File: config.mk
export PLATFORM = sky130hd
export DESIGN_NAME = gcl_execute_sm
export DESIGN_NICKNAME = d
export VERILOG_FILES = /design/src/rtl/gcl_execute_sm.sv
export SDC_FILE = /design/constraint.sdc
export NUM_CORES = 2
export LEC_CHECK = 0
export CORE_ASPECT_RATIO = 1.4
export CORE_MARGIN = 10
export CORE_UTILIZATION = 43
export DETAILED_ROUTE_END_ITERATION = 7
export DONT_BUFFER_PORTS = 1
export PLACE_DENSITY = 0.64
export SLEW_MARGIN = 20
export SYNTH_ARGS = -nofsm -noshare
export SYNTH_HDL_FRONTEND = slang
export SYNTH_SLANG_ARGS = --single-unit
File: constraint.sdc
create_clock -name clk -period 4.55 [get_ports clk]
set_clock_uncertainty 0.05 [all_clocks]
set_input_delay 0.91 -clock clk [delete_from_list [all_inputs] [get_ports clk]]
set_output_delay 0.91 -clock clk [all_outputs]
set_load 0.01 [all_outputs]
File: src/rtl/gcl_execute_sm.sv
// Gate-control-list sequencer: walks a double-banked list of {gates, interval} entries on each
// cycle start, with admin/oper bank swaps taken only at cycle boundaries.
module gcl_execute_sm #(
  parameter int unsigned NUM_QUEUES    = 8,
  parameter int unsigned GCL_DEPTH     = 16,
  parameter int unsigned TI_WIDTH      = 32,
  parameter int unsigned CLK_PERIOD_NS = 8,
  localparam int unsigned AW           = $clog2(GCL_DEPTH)
) (
  input  logic                  clk,
  input  logic                  rst,
  input  logic                  gate_enable,
  input  logic                  cycle_start,
  input  logic [NUM_QUEUES-1:0] admin_gate_states,
  input  logic                  cfg_we,
  input  logic [AW-1:0]         cfg_addr,
  input  logic [NUM_QUEUES-1:0] cfg_gate_states,
  input  logic [TI_WIDTH-1:0]   cfg_interval,
  input  logic [AW:0]           cfg_list_len,
  input  logic                  cfg_commit,
  output logic [NUM_QUEUES-1:0] oper_gate_states,
  output logic                  oper_bank,
  output logic                  commit_pending,
  output logic [AW-1:0]         entry_index,
  output logic                  cycle_overrun
);

  typedef enum logic [1:0] {StIdle, StWait, StRun, StHold} state_e;

  localparam logic [AW:0]       DepthLen = (AW+1)'(GCL_DEPTH);
  localparam logic [TI_WIDTH-1:0] Period = TI_WIDTH'(CLK_PERIOD_NS);

  logic [NUM_QUEUES-1:0] mem_gates [2][GCL_DEPTH];
  logic [TI_WIDTH-1:0]   mem_iv    [2][GCL_DEPTH];

  state_e                state_q, state_d;
  logic [NUM_QUEUES-1:0] gates_q, gates_d;
  logic                  bank_q, bank_d;
  logic                  pend_q, pend_d;
  logic [AW:0]           pend_len_q, pend_len_d;
  logic [AW:0]           len_q, len_d;
  logic [AW-1:0]         idx_q, idx_d;
  logic [TI_WIDTH-1:0]   rem_q, rem_d;
  logic                  ovr_q, ovr_d;

  logic                  start_bank;
  logic [AW:0]           start_len;
  logic [AW:0]           commit_len;
  logic [AW-1:0]         next_idx;
  logic                  is_last;
  logic                  take_start;

  // Admin bank is always the one not executing, even with a swap armed.
  always_ff @(posedge clk) begin
    if (cfg_we) begin
      mem_gates[~bank_q][cfg_addr] <= cfg_gate_states;
      mem_iv[~bank_q][cfg_addr]    <= cfg_interval;
    end
  end

  always_ff @(posedge clk) begin
    if (rst) begin
      state_q    <= StIdle;
      gates_q    <= '1;
      bank_q     <= 1'b0;
      pend_q     <= 1'b0;
      pend_len_q <= '0;
      len_q      <= '0;
      idx_q      <= '0;
      rem_q      <= '0;
      ovr_q      <= 1'b0;
    end else begin
      state_q    <= state_d;
      gates_q    <= gates_d;
      bank_q     <= bank_d;
      pend_q     <= pend_d;
      pend_len_q <= pend_len_d;
      len_q      <= len_d;
      idx_q      <= idx_d;
      rem_q      <= rem_d;
      ovr_q      <= ovr_d;
    end
  end

  always_comb begin
    state_d    = state_q;
    gates_d    = gates_q;
    bank_d     = bank_q;
    pend_d     = pend_q;
    pend_len_d = pend_len_q;
    len_d      = len_q;
    idx_d      = idx_q;
    rem_d      = rem_q;
    ovr_d      = 1'b0;

    start_bank = pend_q ? ~bank_q : bank_q;
    start_len  = pend_q ? pend_len_q : len_q;
    commit_len = (cfg_list_len > DepthLen) ? DepthLen : cfg_list_len;
    next_idx   = idx_q + 1'b1;
    is_last    = ({1'b0, idx_q} == len_q - (AW+1)'(1));
    take_start = cycle_start && (state_q != StIdle);

    if (!gate_enable) begin
      state_d = StIdle;
      gates_d = admin_gate_states;
      idx_d   = '0;
    end else if (take_start) begin
      // A start in RUN truncates the list; it wins over a same-cycle expiry.
      ovr_d  = (state_q == StRun);
      bank_d = start_bank;
      len_d  = start_len;
      pend_d = 1'b0;
      idx_d  = '0;
      if (start_len == '0) begin
        state_d = StWait;
        gates_d = admin_gate_states;
      end else begin
        state_d = StRun;
        gates_d = mem_gates[start_bank][0];
        rem_d   = mem_iv[start_bank][0];
      end
    end else begin
      unique case (state_q)
        StIdle: begin
          state_d = StWait;
          gates_d = admin_gate_states;
          idx_d   = '0;
        end
        StWait: gates_d = admin_gate_states;
        StRun: begin
          if (rem_q <= Period) begin
            if (is_last) begin
              state_d = StHold;
            end else begin
              idx_d   = next_idx;
              gates_d = mem_gates[bank_q][next_idx];
              rem_d   = mem_iv[bank_q][next_idx];
            end
          end else begin
            rem_d = rem_q - Period;
          end
        end
        StHold: ;
        default: state_d = StIdle;
      endcase
    end

    // Applied after the start handling so a coincident commit arms the following start.
    if (cfg_commit) begin
      pend_d     = 1'b1;
      pend_len_d = commit_len;
    end
  end

  always_comb begin
    oper_gate_states = gates_q;
    oper_bank        = bank_q;
    commit_pending   = pend_q;
    entry_index      = idx_q;
    cycle_overrun    = ovr_q;
  end

endmodule

# Yosys cells after proc, flatten, opt, wreduce, memory -nomap -nowiden

Memory sizes are Yosys's and may differ from the RTL's. A register that Yosys moved wholly into a read port is not among the register bits.
Cells that the tools add are included.
Widths: inputs -> output; s select.

Memories: 2
Memory bits (writable): 1,280
Input port bits: 63
Output and inout bits: 15
Logic and storage cells: 98
Flip-flop bits (word level): 59

Memories:

| name      | words | width | rd ports | clocked after Yosys merged registers in | write ports | line | text |
|---|---|---|---|---|---|---|---|
| mem_iv    | 2     | 512   | 2        | 1                                       | 1           | 34   | `logic [TI_WIDTH-1:0] mem_iv [2][GCL_DEPTH];` |
| mem_gates | 2     | 128   | 2        | 1                                       | 1           | 33   | `logic [NUM_QUEUES-1:0] mem_gates [2][GCL_DEPTH];` |

Add/sub/neg operators: 3
Reductions and logical operators: 20
Muxes and demuxes: 42
Bitwise gates (word level): 5
Equal/unequal tests: 12
Order comparisons: 5

Operators with widths:

| operator              | number |
|---|---|
| $mux 512              | 1 |
| $mux 32               | 8 |
| $bmux 32 s4           | 1 |
| $demux 32 s4          | 1 |
| $mux 128              | 1 |
| $mux 8                | 8 |
| $bmux 8 s4            | 1 |
| $demux 8 s4           | 1 |
| $le 32x4->1 const B   | 1 |
| $sub 32x4->32 const B | 1 |
| $pmux 8 s2            | 1 |
| $ge 5x5->1 const B    | 2 |
| $mux 5                | 2 |
| $not 4->5             | 2 |
| $reduce_bool 2->1     | 5 |
| $mux 1                | 9 |
| $reduce_and 3->1      | 3 |
| $mux 2                | 4 |
| $mux 4                | 2 |
| $pmux 4 s2            | 1 |
| $ne 3x3->1 const B    | 2 |
| $reduce_or 3->1       | 2 |
| $eq 4x5->1            | 1 |
| $gt 5x5->1 const B    | 1 |
| other kinds (20)      | 26 |

# Longest topological paths before layout

Word-level depth: 10
Mapped depth: 12
Mapped depth without buffers: 9

# Worst setup path after synthesis

Ideal clock, no wire load.

Path type: in2reg
Start: input port cfg_addr[3]
End: memory mem_gates[0][100] in the netlist's numbering (enable)
Stages: 3
Setup time: 437 ps
Required time: 4,063 ps
Arrival time: 3,255 ps
Slack: 808 ps
Buffers on the path: 1
Cell sequence: or3b_2 clkbuf_1 nor2_1

Word-level cells in the longest chain between the ends: 6
Elaborated cells on any way between the ends: 7
Classes of those cells: order compare: 2; mux: 3; bitwise: 1; reduce/logical: 1

RTL lines:

| item                                                                  | line | text |
|---|---|---|
| start: declaration                                                    | 16   | `input logic [AW-1:0] cfg_addr,` |
| $not 4->5 (*)                                                         | 56   | `mem_gates[~bank_q][cfg_addr] <= cfg_gate_states;` |
| $ge 5x5->1 (not written as such) / $lt 5x1->1 (equally long branches) | 56   |  |
| $logic_and 1x1->1 (not written as such)                               | 56   |  |
| $mux 8 (not written as such)                                          | 56   |  |
| $demux 8 s4 (*)                                                       | 56   |  |
| $mux 128 (not written as such) (*)                                    | 56   |  |
| end: declaration                                                      | 33   |  |

Mark *: on every way between the ends. The rest lies on a longest branch, timed or not.

# Worst setup path in the final report

Start: register idx_q[1], in the netlist entry_index[1]
End: register rem_q[26]

Word-level cells in the longest chain between the ends: 9
Elaborated cells on any way between the ends: 12
Classes of those cells: add/sub: 1; eq/ne: 2; mux: 7; bitwise: 1; reduce/logical: 1

RTL lines:

| item                                       | line | text |
|---|---|---|
| start: declaration                         | 42   | `logic [AW-1:0] idx_q, idx_d;` |
| start signal: assignment                   | 79   | `idx_q <= idx_d;` |
| $add 4x1->4                                | 99   | `next_idx = idx_q + 1'b1;` |
| $not 4->5 (not written as such)            | 137  | `rem_d = mem_iv[bank_q][next_idx];` |
| $bmux 32 s4                                | 137  |  |
| $mux 32 (not written as such) (2 in a row) | 137  |  |
| $mux 32                                    | 132  | `if (is_last) begin` |
| $mux 32                                    | 131  | `if (rem_q <= Period) begin` |
| $mux 32                                    | 123  | `unique case (state_q)` |
| $mux 32                                    | 107  | `end else if (take_start) begin` |
| end signal: assignment                     | 80   | `rem_q <= rem_d;` |
| end: declaration                           | 43   | `logic [TI_WIDTH-1:0] rem_q, rem_d;` |

Several ways; a longest one is shown, not always the timed one. The select of a mux whose other input is x is not followed.
A chain may end at the register's enable or synchronous reset.

==> run_results.csv <==
group,metric,value,unit
worst_setup_path,cp_num_buf_inv,0,
route,via_per_inst,6.191,
worst_setup_path,crit_type,"flop to flop",
grt,grt-ovfl-total,0,
synth,ys_async_sr_fraction,0,%
grt,grt_max_degree,113,
grt,antenna_found_initial,8,
clocking,cts-resized-gates,0,
grt,grt_usage,20.79,%
clocking,cts_setup_buffers,0,
worst_setup_path,slowest_delay,790,ps
synth,synth_cells,2616,
pwr,power,23.95,mW
grt,grt_pass1_vias,28160,
timing,fmaxAchievable,256.5,MHz
synth,ys_seq_elements,1340,
placement,numPortBuffers,0,
worst_setup_path,start_kind,"flop",
placement,place_ws,805.5,ps
final_layout,final_nets,2748,
clocking,ctsHtreeMaxLevel,3,
pwr,vdd_ir_drop_max,312.1,uV
synth,synth_edf_count,1280,
clocking,clock-sinks,1340,
final_layout,area_growth,11.79,%
synth,synthesis.area,53010,sq um
timing,final-hold-violation-count,0,
route,drcViolationCount,0,
synth,synth_area_leaders,"edfxtp_1 (73%), mux4_2 (15%), dfxtp_1 (2.3%), mux2i_1 (1.4%), nand2_1 (1.1%)",
floorplanning,dieArea,137900,sq um
worst_setup_path,cp-end-kind,"flop",
clocking,cts-hold-fix-buffers,0,
floorplanning,start_util,43.28,%
timing,finalCritPeriodShare,85.70,%
timing,setup_ws,650.7,ps
route,drt_iter0_drc,3184,
worst_setup_path,cp_slowest_cell,"a221oi_1",
route,wire_per_inst,32.61,um
final_layout,fillers,9903,
outcome,status,"finished, final reports clean",
pwr,power.leakage,17.81,nW
worst_setup_path,crit_fanout,45,
floorplanning,die_h,435.4,um
timing,setup_viol,0,
timing,worst_pin_slew,1012,ps
clocking,cts_buffers,117,
timing,rsz0062_at_grt,"no",
floorplanning,ios,78,
synth,ys.flop_type,"edfxtp_1",
floorplanning,coreArea,122500,sq um
route,wirelength,143600,um
grt,grt_first_pass_wirelength,206900,um
final_layout,post_route_cells_drive_above_1_share,23.62,%
synth,synth_top_area_share,72.51,%
timing,drv_slew,0,
pwr,pwr_density_cell,404.1,nW/um^2
route,vias,27260,
synth,yosysTopAreaCell,"edfxtp_1",
run,cap_violations,0,
placement,gp_congestion,0.9191,
clocking,clockBufferDepth,3,
synth,yosys_warnings,0,
floorplanning,num_rows,152,
clocking,clk_latency,760,ps
clocking,root_buffer,"clkbuf_16",
timing,fin_tns_setup,0,ps
synth,ys_types,71,
worst_setup_path,crit_required,5160,ps
min_path,hold_class,"primary input to flop",
timing,fin_crit,3899,ps
floorplanning,die_w,316.7,um
route,first_pass_iters,5,
worst_setup_path,crit_chain,"ha_4 -> nor2b_1 -> mux2_2 -> a32o_1 -> a221oi_1 -> o221ai_1 -> a21oi_1",
synth,syn_area_per_cell,20.26,sq um
placement,dpl.hpwl,83170,um
clocking,clkTransAtPathRegs,70,ps
route,ant_nets,0,
synth,synth-seq-area-share,74.77,%
synth,syn-num-nets,2682,
timing,relSlewSlack,32.54,%
clocking,cts_tree,"yes",
worst_setup_path,critical-path-top-delay-family,"compound AO/OA/AOI/OAI gates",
worst_setup_path,worstPathArrival,4510,ps
power by group:
group / switching, mW / internal, mW / total [mW]
Sequential: 0.0564 / 13.6 / 13.7
Combinational: 0.451 / 0.215 / 0.666
Clock: 4.46 / 5.14 / 9.59
final timing paths:
| kind | slack (ps) | start | depth (start not counted) | to |
|---|---|---|---|---|
| hold / removal | 180 | rst | 1 | len_q[2] |
| hold reg to reg | 450 | pend_len_q[3] | 2 | pend_len_q[3] |
| setup / recovery | 650 | entry_index[1] | 7 | rem_q[26] |
| setup reg to reg | 650 | entry_index[1] | 7 | rem_q[26] |
registers in the layout, indices dropped and copies added (netlist names), 2 cells and up, named ones only:
name	flops
pend_len_q	5
state_q	2
mem_iv	1024
rem_q	32
oper_gate_states	8
mem_gates	256
len_q	5
entry_index	4
cell usage in the layout, fill, tap and decap left out, types with 8 or more instances in the layout:
cell,synthesis,layout
a311oi_1,10,10
nand3b_1,10,10
buf_4,36,61
a211oi_1,27,27
xnor2_1,11,8
nand2b_1,8,8
clkinv_1,1,41
nor4_1,8,8
nor2b_1,16,16
o22ai_1,9,9
o32a_1,8,8
nor2_1,113,80
mux2i_1,75,75
edfxtp_1,1280,1280
a32oi_1,15,15
nand3_1,50,50
o21ai_0,32,31
dfxtp_1,60,58
nor3_1,21,21
nand2_1,150,150
inv_1,10,10
clkinv_2,0,18
a31oi_1,20,20
mux4_2,344,344
and3_1,11,11
clkbuf_1,42,26
a21oi_1,53,53
buf_12,2,33
a221oi_1,10,10
clkbuf_16,0,117
o21ai_1,11,11
nor2_4,0,32
cell type report:
cell class                 count  area, sq um  share of cell area [%]
timing repair buffer          94         1119                   1.888
inverter                      12        45.04                 0.07601
multi-input combinational   1117        12770                   21.55
antenna                        4        10.01                 0.01689
clock inverter                76        624.3                   1.054
sequential                  1340        39650                   66.90
tap                         1617         2023                   3.414
clock buffer                 143         3025                   5.105
per-stage QoR:
step                area (sq um)  hold slack, ps  cells  util (%)
floorplan                  53010           391.4   2616         -
global route               59260           157.0   4402     48.38
finish                     59260           182.5   4403     48.39
detailed placement         55600           439.2   4180     45.40
CTS                        59250           138.6   4399     48.38
global placement           55600           427.6   4180     45.40
kinds of logic (layout without fill, tap and decap cells):
logic type / after synthesis / count (layout) / synth area share, %
adder cells (fa/ha/maj): 3 / 3 / 0.07082
XOR/XNOR: 20 / 20 / 0.3800
other: 0 / 4 / 0
AO/OA/AOI/OAI: 245 / 245 / 3.175
buffers and inverters: 159 / 325 / 1.725
flip-flops: 1340 / 1340 / 74.77
AND/OR/NAND/NOR: 425 / 425 / 3.739
multiplexers: 424 / 424 / 16.14
layer usage:
metal | track usage, % | routed length [um] | up-vias
met4 | 8.282 | 5862 | 6
met2 | 35.75 | 75060 | 1365
li1 | - | - | 11010
met1 | 25.55 | 51090 | 14580
met3 | 3.965 | 11560 | 298
met5 | 0 | 32 | -
synth_stat cells (all sizes together) (16+ instances only):
cell type     n
nand3        52
nand2       151
edfxtp     1280
dfxtp        60
mux4        344
a21oi        53
a31oi        20
clkbuf       42
buf         105
mux2i        75
nor2b        16
o21ai        44
nor3         21
a211oi       27
nor2        115
Power figures use the tool's default switching activity.
